<file path="src/rtl/verificador_pkg.sv">
// rtl/verificador_pkg.sv - state encoding and width helpers for the password checker
package verificador_pkg;

    typedef enum logic [1:0] {
        ENTRADA,
        COMPARA,
        VITORIA,
        EXPLODIU
    } estado_t;

    function automatic int largura_idx(input int digitos);
        return (digitos > 1) ? $clog2(digitos) : 1;
    endfunction

    // Bits needed to hold any value in 0..valor_max.
    function automatic int largura_cont(input int valor_max);
        return (valor_max > 0) ? $clog2(valor_max + 1) : 1;
    endfunction

endpackage

</file>
<file path="src/rtl/detector_borda.sv">
// rtl/detector_borda.sv - registered rising-edge detector with configurable reset level
module detector_borda #(
    parameter logic RESET_VAL = 1'b1
) (
    input  logic clk,
    input  logic reset,
    input  logic d,
    output logic pulso
);

    logic d_q;

    always_ff @(posedge clk or posedge reset) begin
        if (reset) begin
            d_q <= RESET_VAL;
        end else begin
            d_q <= d;
        end
    end

    assign pulso = d & ~d_q;

endmodule

</file>
<file path="src/rtl/verificador_senha.sv">
// rtl/verificador_senha.sv - multi-digit password checker with attempt budget
// Optional mid-entry idle timeout enabled by defining VERIF_TIMEOUT_EN.
module verificador_senha
    import verificador_pkg::*;
#(
    parameter int WIDTH          = 7,
    parameter int DIGITS         = 4,
    parameter int MAX_TENTATIVAS = 3,
    parameter int TIMEOUT_CICLOS = 50000000
) (
    input  logic                                    clk,
    input  logic                                    reset,
    input  logic                                    enter,
    input  logic                                    limpa,
    input  logic [WIDTH-1:0]                        tentativa,
    input  logic [DIGITS*WIDTH-1:0]                 senha,
    output logic                                    sinalvitoria,
    output logic                                    sinalerro,
    output logic                                    explodiu,
    output logic [largura_idx(DIGITS)-1:0]          digito_idx,
    output logic [largura_cont(MAX_TENTATIVAS)-1:0] tentativas_restantes
);

    localparam int IW = largura_idx(DIGITS);
    localparam int RW = largura_cont(MAX_TENTATIVAS);
    localparam logic [IW-1:0] IDX_ULTIMO   = IW'(DIGITS - 1);
    localparam logic [RW-1:0] RESTANTES_RST = RW'(MAX_TENTATIVAS);

    estado_t                    estado, estado_n;
    logic [DIGITS*WIDTH-1:0]    buffer, buffer_n;
    logic [IW-1:0]              idx_n;
    logic [RW-1:0]              rest_n;
    logic                       vit_n, erro_n, expl_n;
    logic                       pulso;
    logic                       senha_ok;

    detector_borda #(
        .RESET_VAL (1'b1)
    ) u_borda_enter (
        .clk   (clk),
        .reset (reset),
        .d     (enter),
        .pulso (pulso)
    );

`ifdef VERIF_TIMEOUT_EN
    localparam int TW = largura_cont(TIMEOUT_CICLOS - 1);
    localparam logic [TW-1:0] TIMER_MAX = TW'(TIMEOUT_CICLOS - 1);

    logic [TW-1:0] timer, timer_n;
    logic          forca_erro, forca_erro_n;

    // A timed-out partial entry must fail regardless of what the buffer holds.
    assign senha_ok = (buffer == senha) && !forca_erro;
`else
    localparam int timeout_unused = TIMEOUT_CICLOS;

    assign senha_ok = (buffer == senha);
`endif

    always_comb begin
        estado_n = estado;
        buffer_n = buffer;
        idx_n    = digito_idx;
        vit_n    = sinalvitoria;
        erro_n   = 1'b0;
        expl_n   = explodiu;
        rest_n   = tentativas_restantes;
`ifdef VERIF_TIMEOUT_EN
        forca_erro_n = forca_erro;
        timer_n      = '0;
`endif
        case (estado)
            ENTRADA: begin
                if (limpa) begin
                    buffer_n = '0;
                    idx_n    = '0;
                end else if (pulso) begin
                    buffer_n[digito_idx*WIDTH +: WIDTH] = tentativa;
                    if (digito_idx == IDX_ULTIMO) begin
                        idx_n    = '0;
                        estado_n = COMPARA;
                    end else begin
                        idx_n = digito_idx + 1'b1;
                    end
                end
`ifdef VERIF_TIMEOUT_EN
                else if (digito_idx != '0) begin
                    if (timer == TIMER_MAX) begin
                        idx_n        = '0;
                        forca_erro_n = 1'b1;
                        estado_n     = COMPARA;
                    end else begin
                        timer_n = timer + 1'b1;
                    end
                end
`endif
            end
            COMPARA: begin
`ifdef VERIF_TIMEOUT_EN
                forca_erro_n = 1'b0;
`endif
                if (senha_ok) begin
                    vit_n    = 1'b1;
                    estado_n = VITORIA;
                end else begin
                    erro_n   = 1'b1;
                    rest_n   = tentativas_restantes - 1'b1;
                    buffer_n = '0;
                    if (tentativas_restantes == RW'(1)) begin
                        expl_n   = 1'b1;
                        estado_n = EXPLODIU;
                    end else begin
                        estado_n = ENTRADA;
                    end
                end
            end
            VITORIA:  estado_n = VITORIA;
            EXPLODIU: estado_n = EXPLODIU;
            default:  estado_n = ENTRADA;
        endcase
    end

    always_ff @(posedge clk or posedge reset) begin
        if (reset) begin
            estado               <= ENTRADA;
            buffer               <= '0;
            digito_idx           <= '0;
            sinalvitoria         <= 1'b0;
            sinalerro            <= 1'b0;
            explodiu             <= 1'b0;
            tentativas_restantes <= RESTANTES_RST;
        end else begin
            estado               <= estado_n;
            buffer               <= buffer_n;
            digito_idx           <= idx_n;
            sinalvitoria         <= vit_n;
            sinalerro            <= erro_n;
            explodiu             <= expl_n;
            tentativas_restantes <= rest_n;
        end
    end

`ifdef VERIF_TIMEOUT_EN
    always_ff @(posedge clk or posedge reset) begin
        if (reset) begin
            timer      <= '0;
            forca_erro <= 1'b0;
        end else begin
            timer      <= timer_n;
            forca_erro <= forca_erro_n;
        end
    end
`endif

endmodule

</file>
<file path="config.mk">
export PLATFORM = sky130hd
export DESIGN_NAME = verificador_senha
export DESIGN_NICKNAME = d
export VERILOG_FILES = /design/src/rtl/verificador_pkg.sv /design/src/rtl/detector_borda.sv /design/src/rtl/verificador_senha.sv
export SDC_FILE = /design/constraint.sdc
export NUM_CORES = 1
export LEC_CHECK = 0
export ABC_AREA = 1
export BUFFER_PORTS_ARGS = -buffer_cell sky130_fd_sc_hd__buf_2
export CAP_MARGIN = 20
export CORE_UTILIZATION = 50
export DETAILED_ROUTE_END_ITERATION = 8
export GPL_ROUTABILITY_DRIVEN = 0
export GPL_TIMING_DRIVEN = 0
export PLACE_DENSITY = 0.79
export SLEW_MARGIN = 20
export SYNTH_ARGS = -nofsm -noshare
export SYNTH_HDL_FRONTEND = slang
export SYNTH_SLANG_ARGS = --single-unit
export TNS_END_PERCENT = 100
</file>
<file path="constraint.sdc">
create_clock -name clk -period 3.9 [get_ports clk]
set_input_delay 0.585 -clock clk [delete_from_list [all_inputs] [get_ports clk]]
set_output_delay 0.585 -clock clk [all_outputs]
set_load 0.02 [all_outputs]
</file>
==> flow_summary.toml <==
[grt]
grt_antenna_before_repair = 0
grt_overflow = 0
grt_first_pass_wirelength_microns = 8830
grt_busiest_layer = "met2"
grt_use_total_pct = 21.8
grt_use_met2_pct = 36.5
grt_max_degree = 39
grt_pass1_vias = 2109
use_met1_pct = 27.8
grtUsageMet3_pct = 4.31

[setup_path]
end_kind = "register"
crit_required_ns = 4.13
crit_chain = "inv_1 -> ha_1 -> buf_2 -> inv_1 -> nor2_1 -> inv_1 -> nor2_1 -> nand3_1 -> nor3_1 -> nand3_1 -> nand2_1"
worstSetupPathType = "reg -> reg"
startpoint_type = "register"
crit_fanout = 10
reg2regPathDepth = 11
critPathMaxStageDelay_ns = 0.55
slowest_stage = "dfrtp_1"
worst_path_most_repeated_cell = "inv_1"
arrival_ns = 2.55

[synthesis]
synth_mux_area_share_pct = 0
syn_avg_cell_area_sq_um = 6.42
ys_top_cells_by_count = "nand2_1 (153), inv_1 (72), nor2_1 (43)"
synthAdderAreaFrac_pct = 3.06
synth_top_area_share_pct = 35.7
syn_nets = 427
synth_area_leaders = "dfrtp_1 (36%), nand2_1 (23%), inv_1 (11%)"
ys_async_sr_fraction_pct = 100
synth_edf_count = 0
synth.largest_area_cell = "dfrtp_1"
synth_xor_area_share_pct = 1.78
yosysWarnings = 0
yosysSeqAreaShare_pct = 38.9
netlist_area_sq_um = 2450
synth_cell_type_count = 21
yosysMostFrequentCell = "nand2_1"
synth-compound-area-share_pct = 2.65
synth_top_family_by_area = "simple AND/OR/NAND/NOR gates"
synthSimpleGateAreaFrac_pct = 41.5
synth-main-ff-cell = "dfrtp_1"
ys_ff_latch = 38
synth_cells = 382

[floorplanning]
num_rows = 25
core_area_sq_um = 4720
die_area_sq_um = 5190
die_h_microns = 72.1
start_util_pct = 51.9
die_width_microns = 72.1
num_io_pins = 46

[power]
clock_power_share_pct = 40.5
p_comb_share_pct = 8.9
vdd_drop_max_uv = 243
switching_share_pct = 21.6
powerDensity_nw_per_um2 = 273
p_int_w = 0.000614
net-switching-power_w = 0.000169
p_seq_share_pct = 50.5
p_leak_nw = 1.70

[clock_network]
clk_pin_slew_ns = 0.07
cts_tree = "done"
post_cts_resized = 0
clock_path_buffers = 2
clk_latency_ns = 0.28
ctsHoldBuffers = 0
cts_sinks = 38
post_cts_buffers = 0
root_buffer = "clkbuf_8"
numCtsBuffers = 5
cts.htree.levels = 2

[drt]
wl_per_cell_microns = 10.2
ant_nets = 0
drt-total-wl_microns = 5120
drc_errors = 0
first_iter_violations = 164
via_count = 2361
viasPerCell = 4.70
first_pass_iters = 4

[timing]
holdWs_ns = 0.405
rsz0062_at_grt = "no"
setup_viol = 0
setup_tns_ns = 0
max_slew.worst_pin.slew_ns = 0.765
worst_slack_ns = 1.57
fmax_mhz = 429
hold_viol_final = 0
max-slew-margin-rel_pct = 48.9
period_share_pct = 59.7
slew_viol_final = 0
clock-skew-final_ns = 0.00328
final.min_clock_period_ns = 2.33

[finish]
fin_util_pct = 60.7
syn_to_final_growth_pct = 16.9
antennaDiodeCount = 0
drive_above_1_share_pct = 14.9
final_net_count = 479

[placement]
dp_hpwl_microns = 4080
port-buffer-count = 45
pre_cts_slack_ns = 1.68

[min_path]
hold-path-cell-count = 1
hp-class = "in -> reg"

[outcome]
outcome = "complete, no violations"

[job]
drv_cap = 0
==> state kept, by name (all words and copies together) (netlist names) <==
signal	flops
estado	2
digito_idx	2
u_borda_enter.d_q	1
sinalerro	1
explodiu	1
buffer	28
tentativas_restantes	2
sinalvitoria	1
==> per-layer routing <==
layer	up-vias	routed length, microns
met5	-	0
met1	1031	2370
met3	12	255
li1	1250	-
met4	0	114
met2	68	2390
==> cells by family after synthesis <==
family          after synthesis
simple gates                248
buf+inv                      76
fa+ha+maj                     6
compound gates                9
xor+xnor                      5
flops                        38
==> cell type report <==
class	instances	area (sq um)
well taps	67	83.8
multi-input cells	268	1200
fillers	456	1850
flip-flops and latches	38	955
clock buffers	7	76.3
repair buffers	45	225
inverters	72	270
clock inverters	1	30.0
plain buffers	4	26.3
==> per-stage QoR <==
stage	instance area [sq um]	power (W)	instances
after floorplan	2450	0.000441	382
after global placement	2760	0.000471	494
after detailed placement	2760	0.000473	494
after CTS	2870	0.000794	502
after global routing	2870	0.000818	502
final	2870	0.000782	502
==> critical path: cells and delay by family (launching register included) <==
kind / cells / cell delay (ns)
simple gates: 6 / 0.82
flops: 1 / 0.55
fa+ha+maj: 1 / 0.32
buf+inv: 4 / 0.56
==> power groups by stage <==
stage          sequential, W  clock (W)  combinational [W]
6_report            0.000395   0.000317          0.0000700
5_1_grt             0.000395   0.000342          0.0000813
4_1_cts             0.000395   0.000328          0.0000708
3_5_place_dp        0.000403          0          0.0000703
3_3_place_gp        0.000403          0          0.0000684
2_1_floorplan       0.000403          0          0.0000388
==> cell usage in the layout, fill, tap and decap left out <==
cell type / count
ha_1: 6
nand2_1: 153
buf_2: 48
a21oi_1: 3
nand3_1: 33
a311oi_1: 1
nor2_1: 43
nor3_1: 13
nand2_4: 2
nor2_4: 1
o21ai_0: 3
dfstp_2: 3
o21bai_1: 1
buf_6: 1
inv_2: 1
clkbuf_8: 5
o21bai_4: 1
xnor2_1: 5
nand4_1: 1
bufinv_16: 1
nand2_2: 1
clkbuf_1: 2
or2_2: 1
inv_1: 71
dfrtp_1: 35
==> path summary, 6_finish.rpt <==
kind | from | to | slack (ns)
worst max-delay path | digito_idx[0] | buffer[15] | 1.57
worst min-delay path | enter | u_borda_enter.d_q | 0.41
worst max register to register | digito_idx[0] | buffer[15] | 1.57
worst min register to register | explodiu | explodiu | 0.47
max in group asynchronous | reset | buffer[5] | 2.98
min in group asynchronous | reset | sinalerro | 0.44
Note: power is estimated with default switching activity, not from simulation.
